===== config.mk =====
export PLATFORM = sky130hd
export DESIGN_NAME = bf_prog_loader
export DESIGN_NICKNAME = d
export VERILOG_FILES = /design/src/rtl/bf_pkg.sv /design/src/rtl/bf_prog_mem.sv /design/src/rtl/bf_prog_loader.sv
export SDC_FILE = /design/constraint.sdc
export NUM_CORES = 1
export LEC_CHECK = 0
export CORE_UTILIZATION = 40
export CTS_BUF_LIST = sky130_fd_sc_hd__clkbuf_4
export DETAILED_ROUTE_END_ITERATION = 10
export MAX_ROUTING_LAYER = met4
export PLACE_DENSITY = 0.55
export SKIP_LAST_GASP = 1
export SLEW_MARGIN = 40
export SYNTH_ARGS = -nofsm -noshare
export SYNTH_HDL_FRONTEND = slang
export SYNTH_SLANG_ARGS = --single-unit
export TNS_END_PERCENT = 30

===== constraint.sdc =====
create_clock -name clk -period 2.92 [get_ports clk]
set_input_delay 0.438 -clock clk [delete_from_list [all_inputs] [get_ports clk]]
set_output_delay 0.438 -clock clk [all_outputs]
set_load 0.005 [all_outputs]

===== src/rtl/bf_pkg.sv =====
// ---------------------------------------------------------------------------
// bf_pkg
// Shared definitions for the program loader: the 3-bit opcode map of the
// instruction set and the loader state encoding.
// ---------------------------------------------------------------------------
package bf_pkg;

    localparam logic [2:0] OP_RIGHT = 3'd0;  // '>'
    localparam logic [2:0] OP_LEFT  = 3'd1;  // '<'
    localparam logic [2:0] OP_INC   = 3'd2;  // '+'
    localparam logic [2:0] OP_DEC   = 3'd3;  // '-'
    localparam logic [2:0] OP_OUT   = 3'd4;  // '.'
    localparam logic [2:0] OP_IN    = 3'd5;  // ','
    localparam logic [2:0] OP_LOOP  = 3'd6;  // '['
    localparam logic [2:0] OP_END   = 3'd7;  // ']'

    typedef enum logic {
        ST_LOAD = 1'b0,
        ST_RUN  = 1'b1
    } bf_state_t;

endpackage


===== src/rtl/bf_prog_mem.sv =====
// ---------------------------------------------------------------------------
// bf_prog_mem
// DEPTH x 3-bit program RAM. Synchronous write, asynchronous read.
// Ports:
//   clk    - clock, write on rising edge
//   we     - write enable
//   waddr  - write address
//   wdata  - opcode to store
//   raddr  - read address
//   rdata  - opcode at raddr (combinational)
// ---------------------------------------------------------------------------
module bf_prog_mem #(
    parameter int DEPTH = 64,
    parameter int AW    = 6
) (
    input  logic          clk,
    input  logic          we,
    input  logic [AW-1:0] waddr,
    input  logic [2:0]    wdata,
    input  logic [AW-1:0] raddr,
    output logic [2:0]    rdata
);

    logic [2:0] mem [DEPTH];

    always_ff @(posedge clk) begin
        if (we) begin
            mem[waddr] <= wdata;
        end
    end

    assign rdata = mem[raddr];

endmodule


===== src/rtl/bf_prog_loader.sv =====
// ---------------------------------------------------------------------------
// bf_prog_loader
// Switch-driven program entry for a small 8-opcode core. Each rising edge of
// push appends sw[2:0] to program memory; sw[6] clears the program, a rising
// sw[7] requests RUN. Bracket nesting is tracked during entry and RUN is only
// granted for a non-empty, balanced, error-free program.
// Ports:
//   clk      - clock
//   rst      - synchronous active-high reset
//   push     - entry strobe (level, rising edge accepted)
//   sw       - [2:0] opcode, [6] clear request, [7] run request
//   rd_addr  - core fetch address
//   rd_data  - opcode at rd_addr (asynchronous read)
//   prog_len - number of stored instructions, 0..DEPTH
//   start    - one-cycle pulse on entering RUN
//   running  - high in RUN
//   full     - prog_len == DEPTH
//   error    - sticky bracket-nesting error
//   led      - {running, error, prog_len[5:0]}
//
// state   | meaning
// --------+--------------------------------------------------------------
// ST_LOAD | program entry; pushes append, clear and run requests honoured
// ST_RUN  | core executing; memory and prog_len frozen until sw[7] drops
// ---------------------------------------------------------------------------
module bf_prog_loader
    import bf_pkg::*;
#(
    parameter int DEPTH = 64,
    parameter int AW    = 6
) (
    input  logic          clk,
    input  logic          rst,
    input  logic          push,
    input  logic [7:0]    sw,
    input  logic [AW-1:0] rd_addr,
    output logic [2:0]    rd_data,
    output logic [AW:0]   prog_len,
    output logic          start,
    output logic          running,
    output logic          full,
    output logic          error,
    output logic [7:0]    led
);

    localparam logic [AW:0] FULL_LEN = (AW+1)'(DEPTH);

    bf_state_t   state, state_n;
    logic        push_d, sw7_d;
    logic        push_edge, run_edge;
    logic [AW:0] depth, depth_n;
    logic [AW:0] len_n;
    logic        err_n, start_n;
    logic        we;

    assign push_edge = push & ~push_d;
    assign run_edge  = sw[7] & ~sw7_d;

    always_ff @(posedge clk) begin
        if (rst) begin
            state    <= ST_LOAD;
            prog_len <= '0;
            depth    <= '0;
            error    <= 1'b0;
            start    <= 1'b0;
            push_d   <= 1'b0;
            sw7_d    <= 1'b0;
        end else begin
            state    <= state_n;
            prog_len <= len_n;
            depth    <= depth_n;
            error    <= err_n;
            start    <= start_n;
            push_d   <= push;
            sw7_d    <= sw[7];
        end
    end

    always_comb begin
        state_n = state;
        len_n   = prog_len;
        depth_n = depth;
        err_n   = error;
        start_n = 1'b0;
        we      = 1'b0;
        case (state)
            ST_LOAD: begin
                // A run request in the same cycle as a push wins; the push is lost.
                if (run_edge) begin
                    if (!error && depth == '0 && prog_len != '0) begin
                        state_n = ST_RUN;
                        start_n = 1'b1;
                    end else if (depth != '0) begin
                        err_n = 1'b1;
                    end
                end else if (push_edge) begin
                    if (sw[6]) begin
                        len_n   = '0;
                        depth_n = '0;
                        err_n   = 1'b0;
                    end else if (!sw[7] && !full) begin
                        we    = 1'b1;
                        len_n = prog_len + 1'b1;
                        if (sw[2:0] == OP_LOOP) begin
                            depth_n = depth + 1'b1;
                        end else if (sw[2:0] == OP_END) begin
                            // Unmatched ']' is still stored; depth holds at 0.
                            if (depth == '0) begin
                                err_n = 1'b1;
                            end else begin
                                depth_n = depth - 1'b1;
                            end
                        end
                    end
                end
            end
            ST_RUN: begin
                if (!sw[7]) begin
                    state_n = ST_LOAD;
                end
            end
            default: state_n = ST_LOAD;
        endcase
    end

    bf_prog_mem #(
        .DEPTH (DEPTH),
        .AW    (AW)
    ) u_mem (
        .clk   (clk),
        .we    (we),
        .waddr (prog_len[AW-1:0]),
        .wdata (sw[2:0]),
        .raddr (rd_addr),
        .rdata (rd_data)
    );

    assign running = (state == ST_RUN);
    assign full    = (prog_len == FULL_LEN);
    assign led     = {running, error, prog_len[5:0]};

endmodule

==> flow_metrics.env <==
export IMPL_antenna_found_initial=1
export IMPL_netlist_cell_type_count=55
export IMPL_p_int_mw=4.655
export IMPL_worst_setup_path_start_kind="register"
export IMPL_power_share_switching=0.2222
export IMPL_synth_register_bits=211
export IMPL_synthCells=544
export IMPL_dr_pass1_iters=4
export IMPL_total_number_of_vias=5120
export IMPL_post_synth_xor_area_fraction=0.006868
export IMPL_rows=54
export IMPL_global_route_overflow_total=0
export IMPL_regToRegEndpoint="u_mem.mem[7][0]$_DFFE_PP_"
export IMPL_drive_gt1_frac=0.3080
export IMPL_postSynthAreaPerCell_um2=16.41
export IMPL_placement_io_buffers=35
export IMPL_combinationalPowerShare=0.063
export IMPL_chipHeight_um=151.4
export IMPL_min_period_over_period=0.9590
export IMPL_synth_adder_area_share=0.01345
export IMPL_worstMarginPinSlew_ns=0.6578
export IMPL_power_clock_fraction=0.384
export IMPL_layout_area_overhead_vs_synth_pct=18.36
export IMPL_power_share_sequential=0.553
export IMPL_clk_path_buf_depth=3
export IMPL_worstSetupEndpointType="primary output"
export IMPL_route_detailed_wl_per_inst_um=20.19
export IMPL_drt_iter0_markers=339
export IMPL_ant_nets=0
export IMPL_timing_final_max_slew_violations=0
export IMPL_core_area_mm2=0.02182
export IMPL_yosys_area_share_simple=0.07652
export IMPL_die_x_um=151.4
export IMPL_fillerInstances=1918
export IMPL_dieArea_mm2=0.02292
export IMPL_fin_area_mm2=0.01057
export IMPL_initial_utilization=0.4091
export IMPL_timing_hold_worst_endpoint="push_d$_SDFF_PP0_"
export IMPL_synth_mux_area_frac=0.1490
export IMPL_switching_power_mw=1.330
export IMPL_clk_latency_ns=0.64
export IMPL_grt_pass1_vias=5478
export IMPL_worst_r2r_cell_count=8
export IMPL_synth_warnings=0
export IMPL_place_inst=890
export IMPL_finalHoldViolations=0
export IMPL_worst_r2r_setup_slack_ns=0.58
export IMPL_postPlaceCellArea_mm2=0.009948
export IMPL_finish_net_count=691
export IMPL_post_dp_hpwl_um=13030
export IMPL_ioPinCount=39
export IMPL_clock_sinks=211
export IMPL_unrepaired_setup_endpoints_after_global_routing="yes"
export IMPL_slew_headroom=0.5615
export IMPL_type_of_the_worst_setup_path="register to primary output"
export IMPL_asyncSetResetFlopFracSynth=0
export IMPL_synth_edf_count=192
export IMPL_cts_hold_buffers=0
export IMPL_power_density_mw_per_mm2=566.3
export IMPL_postSynth_topFlopCell="sky130_fd_sc_hd__edfxtp_1"
export IMPL_hold_crit_class="input port to register"
export IMPL_finalCriticalPeriod_ns=2.800
export IMPL_gpl_final_weighted_congestion=0.7828
export IMPL_yosysSeqAreaShare=0.6884
export IMPL_cap_violations=0
export IMPL_combinational_family_with_the_most_area_after_synthesis="multiplexers"
export IMPL_outcome="finished clean"
export IMPL_wirelength_um=19760
export IMPL_final_seq_area_mm2=0.006146
export IMPL_clock_tree_from_tritoncts="yes"
export IMPL_setup_viol_count_final=0
export IMPL_timing_critical_path_arrival_ns=2.36
export IMPL_hp_start="push"
export IMPL_wire_length_of_the_first_global_routing_pass_um=30800
export IMPL_clk_root_buffer_cell="sky130_fd_sc_hd__clkbuf_4"
export IMPL_worst_hold_path_num_cells=2
export IMPL_worstReg2RegStart="prog_len[1]$_SDFFE_PP0P_"
export IMPL_leakagePower_nw=3.524
export IMPL_grt_max_degree=66
export IMPL_fin_cells=979
export IMPL_global_route_usage_sum=0.1915
export IMPL_route_detailed_drc=0
export IMPL_cp_data_required_time_ns=2.48
export IMPL_h_tree_depth=2
export IMPL_peakVddDrop_mv=0.2287
export IMPL_mappedNetlistNets=570
export IMPL_vias_per_cell=5.230
export IMPL_post_cts_repair_setup_buffers=0
export IMPL_clk_pin_slew_ns=0.06
export IMPL_worst_path_fanout_max=1
export IMPL_cts_inserted_buffers=54
export IMPL_fmax_ghz=0.3571
export IMPL_worst_setup_skew_after_layout_ns=0.01852
export IMPL_synth_compound_gate_area_share=0.04107
export IMPL_multi_input_comb_area_mm2=0.002579
export IMPL_synthesis_area_mm2=0.008927
-- area by class of cell --
type                    instances  area share
clock inverters                13    0.004737
multi-input cells             290      0.2440
clock buffers                  76     0.05400
well taps                     280     0.03316
inverters                      10    0.003552
repair buffers                 98     0.07863
diodes                          1   0.0002368
flip-flops and latches        211      0.5816
-- repair_timing --
item	4_1_cts	5_1_grt
pin swaps	3	1
gates resized for setup	12	4
endpoints found under the setup margin	3	3
-- critical path: stages (launching register included) --
cell and delay [ns]:
sky130_fd_sc_hd__edfxtp_1 0.37, sky130_fd_sc_hd__mux4_2 0.50, sky130_fd_sc_hd__mux4_2 0.49, sky130_fd_sc_hd__nand2_1 0.09
sky130_fd_sc_hd__o211ai_1 0.12, sky130_fd_sc_hd__buf_2 0.16
-- registers in the layout, summed over array words and instances (netlist names) --
name / count
error: 1
sw7_d: 1
u_mem.mem: 192
depth: 7
push_d: 1
running: 1
prog_len: 7
start: 1
-- logic make-up (layout without fill, tap and decap cells) --
group                      Yosys count  count (layout)
DFF                                211             211
and+or+nand+nor                    153             153
muxes                               70              70
AOI/OAI and AO/OA                   51              51
buffers and inverters               43             197
adders and majority gates            9               9
xor gates and xnor gates             7               7
other                                0               1
-- cells in the mapped netlist, types with 4 or more instances --
master,count,area (µm²)
sky130_fd_sc_hd__inv_1,10,37.54
sky130_fd_sc_hd__nand3b_1,8,60.06
sky130_fd_sc_hd__mux4_2,50,1126
sky130_fd_sc_hd__o211ai_1,4,30.03
sky130_fd_sc_hd__dfxtp_1,19,380.4
sky130_fd_sc_hd__buf_4,8,60.06
sky130_fd_sc_hd__clkbuf_1,8,30.03
sky130_fd_sc_hd__nor2b_1,5,31.28
sky130_fd_sc_hd__edfxtp_1,192,5766
sky130_fd_sc_hd__ha_1,8,100.1
sky130_fd_sc_hd__nand3_1,8,40.04
sky130_fd_sc_hd__buf_1,4,15.01
sky130_fd_sc_hd__o22ai_1,4,25.02
sky130_fd_sc_hd__mux2i_1,17,170.2
sky130_fd_sc_hd__nor2_1,93,349.1
sky130_fd_sc_hd__buf_2,11,55.05
sky130_fd_sc_hd__a21oi_1,9,45.04
sky130_fd_sc_hd__xnor2_1,6,52.55
sky130_fd_sc_hd__nand2_1,21,78.83
sky130_fd_sc_hd__o21ai_0,6,30.03
-- metal layers --
layer,track usage,wire length [µm],vias to the layer above
li1,-,-,2392
met1,0.2489,8338,2533
met2,0.3027,9654,163
met3,0.03886,1442,32
met4,0.05950,326,0
met5,-,0,-
-- worst max-delay path by stage --
stage,end,slack (ns),start
floorplan,rd_data[2],0.53,rd_addr[0]
global placement,rd_data[1],-0.21,rd_addr[2]
CTS,rd_data[2],-0.05,u_mem.mem[51][2]$_DFFE_PP_
detailed placement,rd_data[1],-0.22,rd_addr[2]
finish,rd_data[0],0.12,u_mem.mem[55][0]$_DFFE_PP_
global route,rd_data[0],-0.02,u_mem.mem[55][0]$_DFFE_PP_
-- per-stage QoR --
step / setup WS [ns] / TNS (ns) / power, mW / utilization / hold slack [ns]
3_5_place_dp: -0.2189 / -0.4959 / 3.759 / 0.4559 / 0.5055
4_1_cts: -0.04812 / -0.07146 / 6.089 / 0.4843 / 0.3574
5_1_grt: -0.02063 / -0.03058 / 6.256 / 0.4842 / 0.3747
3_3_place_gp: -0.2114 / -0.4018 / 3.753 / 0.4559 / 0.4806
6_report: 0.1197 / 0 / 5.984 / 0.4842 / 0.4206
2_1_floorplan: 0.5256 / 0 / 3.577 / - / 0.4620
-- placed cells by master, fill, tap and decap left out, types with 4 or more instances in the layout --
master,n
sky130_fd_sc_hd__nor2_1,93
sky130_fd_sc_hd__xnor2_1,6
sky130_fd_sc_hd__o211ai_1,4
sky130_fd_sc_hd__clkdlybuf4s50_1,26
sky130_fd_sc_hd__clkbuf_4,76
sky130_fd_sc_hd__edfxtp_1,192
sky130_fd_sc_hd__clkinv_1,12
sky130_fd_sc_hd__nand2_1,21
sky130_fd_sc_hd__o21ai_0,4
sky130_fd_sc_hd__buf_12,4
sky130_fd_sc_hd__buf_4,60
sky130_fd_sc_hd__nor2b_1,5
sky130_fd_sc_hd__nand3_1,8
sky130_fd_sc_hd__mux4_2,50
sky130_fd_sc_hd__o22ai_1,4
sky130_fd_sc_hd__ha_1,8
sky130_fd_sc_hd__mux2i_1,15
sky130_fd_sc_hd__a21oi_1,9
sky130_fd_sc_hd__dfxtp_1,19
sky130_fd_sc_hd__nand3b_1,8
sky130_fd_sc_hd__inv_1,10
sky130_fd_sc_hd__buf_2,6
-- power groups by stage --
stage	combinational, mW	sequential, mW	clock (mW)
floorplan	0.207	3.37	0
global placement	0.381	3.37	0
detailed placement	0.387	3.37	0
CTS	0.386	3.31	2.40
global route	0.414	3.31	2.54
finish	0.377	3.31	2.30
Power figures use the tool's default switching activity.
